[config.mk]
export PLATFORM = sky130hd
export DESIGN_NAME = skin_frame_ctrl
export DESIGN_NICKNAME = d
export VERILOG_FILES = /design/src/rtl/skin_frame_ctrl_pkg.sv /design/src/rtl/skin_bbox_accum.sv /design/src/rtl/skin_frame_ctrl.sv
export SDC_FILE = /design/constraint.sdc
export NUM_CORES = 1
export LEC_CHECK = 0
export CORE_MARGIN = 2
export CORE_UTILIZATION = 61
export CTS_BUF_LIST = sky130_fd_sc_hd__clkbuf_8
export CTS_CLUSTER_SIZE = 16
export DETAILED_ROUTE_END_ITERATION = 16
export GPL_TIMING_DRIVEN = 0
export MAX_ROUTING_LAYER = met4
export PLACE_DENSITY = 0.95
export SYNTH_ARGS = -nofsm -noshare
export SYNTH_HDL_FRONTEND = slang
export SYNTH_SLANG_ARGS = --single-unit
[constraint.sdc]
create_clock -name clock -period 7 [get_ports clock]
set_clock_uncertainty 0.15 [all_clocks]
set_input_delay 1.4 -clock clock [delete_from_list [all_inputs] [get_ports clock]]
set_output_delay 1.4 -clock clock [all_outputs]
set_load 0.01 [all_outputs]
[src/rtl/skin_frame_ctrl_pkg.sv]
// Shared types and default geometry for the skin frame controller.
package skin_frame_ctrl_pkg;

  typedef enum logic [1:0] {
    IDLE   = 2'd0,
    ACTIVE = 2'd1,
    FLUSH  = 2'd2,
    REPORT = 2'd3
  } state_t;

  localparam int DEF_IMG_W = 640;
  localparam int DEF_IMG_H = 480;
  localparam int DEF_CW    = 10;

endpackage

[src/rtl/skin_bbox_accum.sv]
// Skin pixel counter and bounding-box tracker for one frame.
// Outputs show the running totals including this cycle's en/skin input.
module skin_bbox_accum #(
  parameter int CW = 10
) (
  input  logic            clock,
  input  logic            reset_n,
  input  logic            clear,
  input  logic            en,
  input  logic            skin,
  input  logic [CW-1:0]   x,
  input  logic [CW-1:0]   y,
  output logic [2*CW-1:0] count,
  output logic [CW-1:0]   xmin,
  output logic [CW-1:0]   xmax,
  output logic [CW-1:0]   ymin,
  output logic [CW-1:0]   ymax
);

  logic [2*CW-1:0] count_reg;
  logic [CW-1:0]   xmin_reg, xmax_reg, ymin_reg, ymax_reg;
  logic            hit;

  assign hit = en & skin;

  always_comb begin
    count = count_reg;
    xmin  = xmin_reg;
    xmax  = xmax_reg;
    ymin  = ymin_reg;
    ymax  = ymax_reg;
    if (hit) begin
      if (count_reg != '1) count = count_reg + (2*CW)'(1);
      // Count never returns to zero once it has moved, so zero means "no skin yet".
      if (count_reg == '0) begin
        xmin = x;
        xmax = x;
        ymin = y;
        ymax = y;
      end else begin
        if (x < xmin_reg) xmin = x;
        if (x > xmax_reg) xmax = x;
        if (y < ymin_reg) ymin = y;
        if (y > ymax_reg) ymax = y;
      end
    end
  end

  always_ff @(posedge clock or negedge reset_n) begin
    if (!reset_n) begin
      count_reg <= '0;
      xmin_reg  <= '1;
      xmax_reg  <= '0;
      ymin_reg  <= '1;
      ymax_reg  <= '0;
    end else if (clear) begin
      count_reg <= '0;
      xmin_reg  <= '1;
      xmax_reg  <= '0;
      ymin_reg  <= '1;
      ymax_reg  <= '0;
    end else begin
      count_reg <= count;
      xmin_reg  <= xmin;
      xmax_reg  <= xmax;
      ymin_reg  <= ymin;
      ymax_reg  <= ymax;
    end
  end

endmodule

[src/rtl/skin_frame_ctrl.sv]
// Frame controller: walks pixels through an external skin classifier and reports
// per-frame count/bounding box. Define SKIN_FRAME_ERR_EN for mid-frame SOF checking.
module skin_frame_ctrl
  import skin_frame_ctrl_pkg::*;
#(
  parameter int BITWIDTH = 8,
  parameter int IMG_W    = DEF_IMG_W,
  parameter int IMG_H    = DEF_IMG_H,
  parameter int CW       = DEF_CW
) (
  input  logic                clock,
  input  logic                reset_n,
  input  logic                s_valid,
  output logic                s_ready,
  input  logic                s_sof,
  input  logic [BITWIDTH-1:0] s_red,
  input  logic [BITWIDTH-1:0] s_green,
  input  logic [BITWIDTH-1:0] s_blue,
  input  logic [2*CW-1:0]     cfg_min_count,
  output logic                pix_valid,
  output logic [BITWIDTH-1:0] pix_red,
  output logic [BITWIDTH-1:0] pix_green,
  output logic [BITWIDTH-1:0] pix_blue,
  input  logic                class_skin,
  output logic                stat_valid,
  output logic [2*CW-1:0]     stat_count,
  output logic [CW-1:0]       stat_xmin,
  output logic [CW-1:0]       stat_xmax,
  output logic [CW-1:0]       stat_ymin,
  output logic [CW-1:0]       stat_ymax,
  output logic                stat_detect
`ifdef SKIN_FRAME_ERR_EN
  ,
  output logic                frame_err
`endif
);

  localparam logic [CW-1:0] X_LAST = CW'(IMG_W - 1);
  localparam logic [CW-1:0] Y_LAST = CW'(IMG_H - 1);

  state_t          state;
  logic [CW-1:0]   x_reg, y_reg, pix_x_reg, pix_y_reg;
  logic [2*CW-1:0] min_count_reg;

  logic            hs, restart, start, accept, last, x_wrap;
  logic [CW-1:0]   cur_x, cur_y, next_x, next_y;

  logic [2*CW-1:0] acc_count;
  logic [CW-1:0]   acc_xmin, acc_xmax, acc_ymin, acc_ymax;

  // x_reg/y_reg hold the coordinate the next accepted pixel will take.
  always_comb begin
    hs      = s_valid & s_ready;
    restart = 1'b0;
`ifdef SKIN_FRAME_ERR_EN
    restart = hs & s_sof & (state == ACTIVE);
`endif
    start   = (hs & s_sof & (state == IDLE)) | restart;
    accept  = start | (hs & (state == ACTIVE));
    cur_x   = start ? '0 : x_reg;
    cur_y   = start ? '0 : y_reg;
    x_wrap  = (cur_x == X_LAST);
    last    = accept & x_wrap & (cur_y == Y_LAST);
    next_x  = x_wrap ? '0 : cur_x + CW'(1);
    next_y  = x_wrap ? cur_y + CW'(1) : cur_y;
  end

  always_ff @(posedge clock or negedge reset_n) begin
    if (!reset_n) begin
      state         <= IDLE;
      s_ready       <= 1'b0;
      x_reg         <= '0;
      y_reg         <= '0;
      pix_x_reg     <= '0;
      pix_y_reg     <= '0;
      min_count_reg <= '0;
      pix_valid     <= 1'b0;
      pix_red       <= '0;
      pix_green     <= '0;
      pix_blue      <= '0;
      stat_valid    <= 1'b0;
      stat_count    <= '0;
      stat_xmin     <= '0;
      stat_xmax     <= '0;
      stat_ymin     <= '0;
      stat_ymax     <= '0;
      stat_detect   <= 1'b0;
`ifdef SKIN_FRAME_ERR_EN
      frame_err     <= 1'b0;
`endif
    end else begin
      pix_valid  <= accept;
      stat_valid <= 1'b0;
      if (accept) begin
        pix_red   <= s_red;
        pix_green <= s_green;
        pix_blue  <= s_blue;
        pix_x_reg <= cur_x;
        pix_y_reg <= cur_y;
        x_reg     <= next_x;
        y_reg     <= next_y;
      end
      if (start) min_count_reg <= cfg_min_count;
`ifdef SKIN_FRAME_ERR_EN
      if (restart) frame_err <= 1'b1;
`endif
      case (state)
        IDLE, ACTIVE: begin
          if (last) begin
            state   <= FLUSH;
            s_ready <= 1'b0;
          end else begin
            if (accept) state <= ACTIVE;
            s_ready <= 1'b1;
          end
        end
        FLUSH: begin
          // The last pixel's verdict is folded in by the accumulator's pass-through view.
          state       <= REPORT;
          stat_valid  <= 1'b1;
          stat_count  <= acc_count;
          stat_xmin   <= acc_xmin;
          stat_xmax   <= acc_xmax;
          stat_ymin   <= acc_ymin;
          stat_ymax   <= acc_ymax;
          stat_detect <= (acc_count >= min_count_reg);
        end
        REPORT: begin
          state   <= IDLE;
          s_ready <= 1'b1;
        end
        default: state <= IDLE;
      endcase
    end
  end

  skin_bbox_accum #(
    .CW(CW)
  ) u_accum (
    .clock   (clock),
    .reset_n (reset_n),
    .clear   (start),
    .en      (pix_valid),
    .skin    (class_skin),
    .x       (pix_x_reg),
    .y       (pix_y_reg),
    .count   (acc_count),
    .xmin    (acc_xmin),
    .xmax    (acc_xmax),
    .ymin    (acc_ymin),
    .ymax    (acc_ymax)
  );

endmodule

==> results_dict.tcl <==
set metrics [dict create \
    ys_seq_area_share_pct 52.4 \
    worstPathMaxFanout 7 \
    post-route-period-util_pct 65.3 \
    ys.flop_type "dfrtp_1" \
    tritoncts "yes" \
    overflow 0 \
    die_area_um2 17500 \
    cp.arrival_ps 4820 \
    post-synth-top-count-cell "dfrtp_1" \
    root_buffer "clkbuf_8" \
    synthTopCellsByCount "dfrtp_1 (190), nand2_1 (149), nor2_1 (105)" \
    clk_pin_slew_ps 70 \
    dieHeight_um 132 \
    cp_num_buf_inv 2 \
    start_util_pct 62.9 \
    cpMostUsedCell "a21oi_1" \
    synth-edff-count 0 \
    min_period_ps 4570 \
    antenna_left 0 \
    synth_top_cell_area_share_pct 47.2 \
    post-cts-setup-buffers 0 \
    grt_pass1_vias 9109 \
    hold_viol_final 0 \
    yosysWarnings 0 \
    grt_pass1_wl_um 46000 \
    final_nets 1329 \
    maxSlewHeadroom_pct 41.0 \
    setup_tns_ps 0 \
    grt_max_degree 108 \
    cts_resized 0 \
    grt_setup_unrepaired "false" \
    port_buffers 136 \
    fp-row-count 46 \
    grt_antenna_before_repair 0 \
    place_congestion 0.935 \
    p_per_area_nw_per_um2 260 \
    route.detailed.drc 0 \
    vias 8971 \
    slowest_delay_ps 650 \
    slew_violations 0 \
    swShare_pct 31.2 \
    fmax_mhz 219 \
    path_class "input pin to flip-flop" \
    coreArea_um2 16000 \
    syn-num-nets 1155 \
    ir_worst_vdd_mv 0.160 \
    startpoint_type "input pin" \
    hold_path_class "flip-flop to flip-flop" \
    cts_sinks 210 \
    synth_area_leaders "dfrtp_1 (47%), ha_1 (7.7%), nand2_1 (5.6%)" \
    numCtsBuffers 35 \
    endpoint_kind "flip-flop" \
    syn_area_um2 10100 \
    viasPerCell 6.14 \
    finalSetupViolCount 0 \
    pin_count 137 \
    utilization_pct 77.7 \
    comb_power_share_pct 20.2 \
    htreeDepth 2 \
    seqPwrFrac_pct 45.8 \
    critPathTopFamily "compound AO/OA/AOI/OAI gates" \
    drive_gt1_share_pct 6.75 \
    critical_path.cell_chain "clkdlybuf4s50_1 -> nand2_1 -> a21oi_1 -> nand4_1 -> xor2_1 -> inv_1 -> ha_1 -> a21o_1 -> a21o_1 -> a21oi_1 -> o31ai_1 -> a21oi_1 -> o22ai_1" \
    diodes 0 \
    wirelength_um 28200 \
    routedWlPerCell_um 19.3 \
    grt.total_usage_pct 33.6 \
    syn_to_final_growth_pct 23.6 \
    slowest_stage "a21oi_1" \
    synthCells 1044 \
    dp_hpwl_um 19000 \
    ys_async_sr_fraction_pct 100 \
    status "complete, no violations" \
    max_cap_viol_count 0 \
    clk_latency_ps 540 \
    postCtsHoldBufs 0 \
    synth.distinct_cells 57 \
    power_switching_uw 1010 \
    synth-seq-cells 210 \
    cts_buffer_depth 3 \
    drt_iter0_drc 1051 \
    tightestPinTransition_ps 882 \
    syn_area_per_cell_um2 9.64 \
    p_leak_uw 0.00618 \
    dieWidth_um 132 \
    synth_top_cell_by_area "dfrtp_1" \
    dr.pass1.iters 6 \
    power.internal_uw 2220 \
    crit_required_ps 7250 \
    p_clk_share_pct 34.0 \
]
==> worst paths after layout <==
| path | from | to | slack (ps) | cells after the start |
|---|---|---|---|---|
| worst max-delay path | class_skin | stat_detect | 2430 | 13 |
| worst min-delay path | pix_blue[0] | pix_blue[0] | 330 | 2 |
| worst max register to register | u_accum.count_reg[0] | stat_detect | 3030 | 14 |
| worst min register to register | pix_blue[0] | pix_blue[0] | 330 | 2 |
| max in group asynchronous | reset_n | u_accum.xmin_reg[2] | 4980 | 2 |
| min in group asynchronous | reset_n | min_count_reg[9] | 720 | 1 |
==> per-stage QoR <==
step	instances	total power [uW]	worst slack, ps	hold slack (ps)	area [um^2]
4_1_cts	1461	3210	2570	327	12400
3_3_place_gp	1396	2060	-3940	307	11700
6_report	1461	3230	2430	325	12400
3_5_place_dp	1397	2110	2040	311	11700
5_1_grt	1461	3370	2210	345	12400
2_1_floorplan	1044	1860	3150	302	10100
==> cell type report <==
cell class	count	area (um^2)
clock inverter	22	129
multi-input combinational	706	4300
fill	947	3560
sequential	210	5280
inverter	84	315
clock buffer	42	578
timing repair buffer	137	1390
buffer	44	168
tap	216	270
==> cell families after synthesis <==
logic type | count (synthesis) | synth area share, %
buf+inv | 128 | 4.80
fa+ha+maj | 62 | 7.71
compound gates | 211 | 13.1
mux | 26 | 2.68
xor+xnor | 20 | 1.74
flops | 210 | 52.4
simple gates | 387 | 17.5
==> metal layers <==
metal | GRT usage, % | share of wire, %
met1 | 41.6 | 38
met5 | - | 0
met4 | 15.7 | 4.8
met2 | 52.4 | 47
met3 | 8.12 | 9.5
==> power groups by stage <==
| stage | clock network, uW | logic [uW] | registers [uW] |
|---|---|---|---|
| 2_1_floorplan | 0 | 401 | 1460 |
| 3_3_place_gp | 0 | 584 | 1480 |
| 3_5_place_dp | 0 | 624 | 1480 |
| 4_1_cts | 1100 | 641 | 1470 |
| 5_1_grt | 1170 | 720 | 1490 |
| 6_report | 1100 | 652 | 1480 |
==> worst reg2reg max path, delay by kind of cell (launching register included) <==
| kind | cells | cell delay [ps] |
|---|---|---|
| buffers and inverters | 1 | 90 |
| xor gates and xnor gates | 1 | 360 |
| and+or+nand+nor | 3 | 820 |
| AOI/OAI and AO/OA | 7 | 1250 |
| adders and majority gates | 2 | 640 |
| DFF | 1 | 510 |
==> placed cells by master, fill, tap and decap left out, types with 7 or more instances in the layout <==
cell	synthesis	routed
inv_1	83	96
and3_1	7	7
nand2b_1	8	8
nand4_1	25	25
a31oi_1	22	22
and2_1	7	7
ha_1	62	62
xor2_1	14	14
dfrtp_1	190	190
nor2_1	105	105
clkbuf_1	36	36
o21ai_0	79	79
nand2_1	149	149
dfstp_2	20	20
nand3_1	57	57
a21o_1	11	11
clkbuf_8	0	42
clkdlybuf4s50_1	0	135
a21oi_1	40	40
mux2i_1	24	24
a22o_1	14	14
Note: power is estimated with default switching activity, not from simulation.
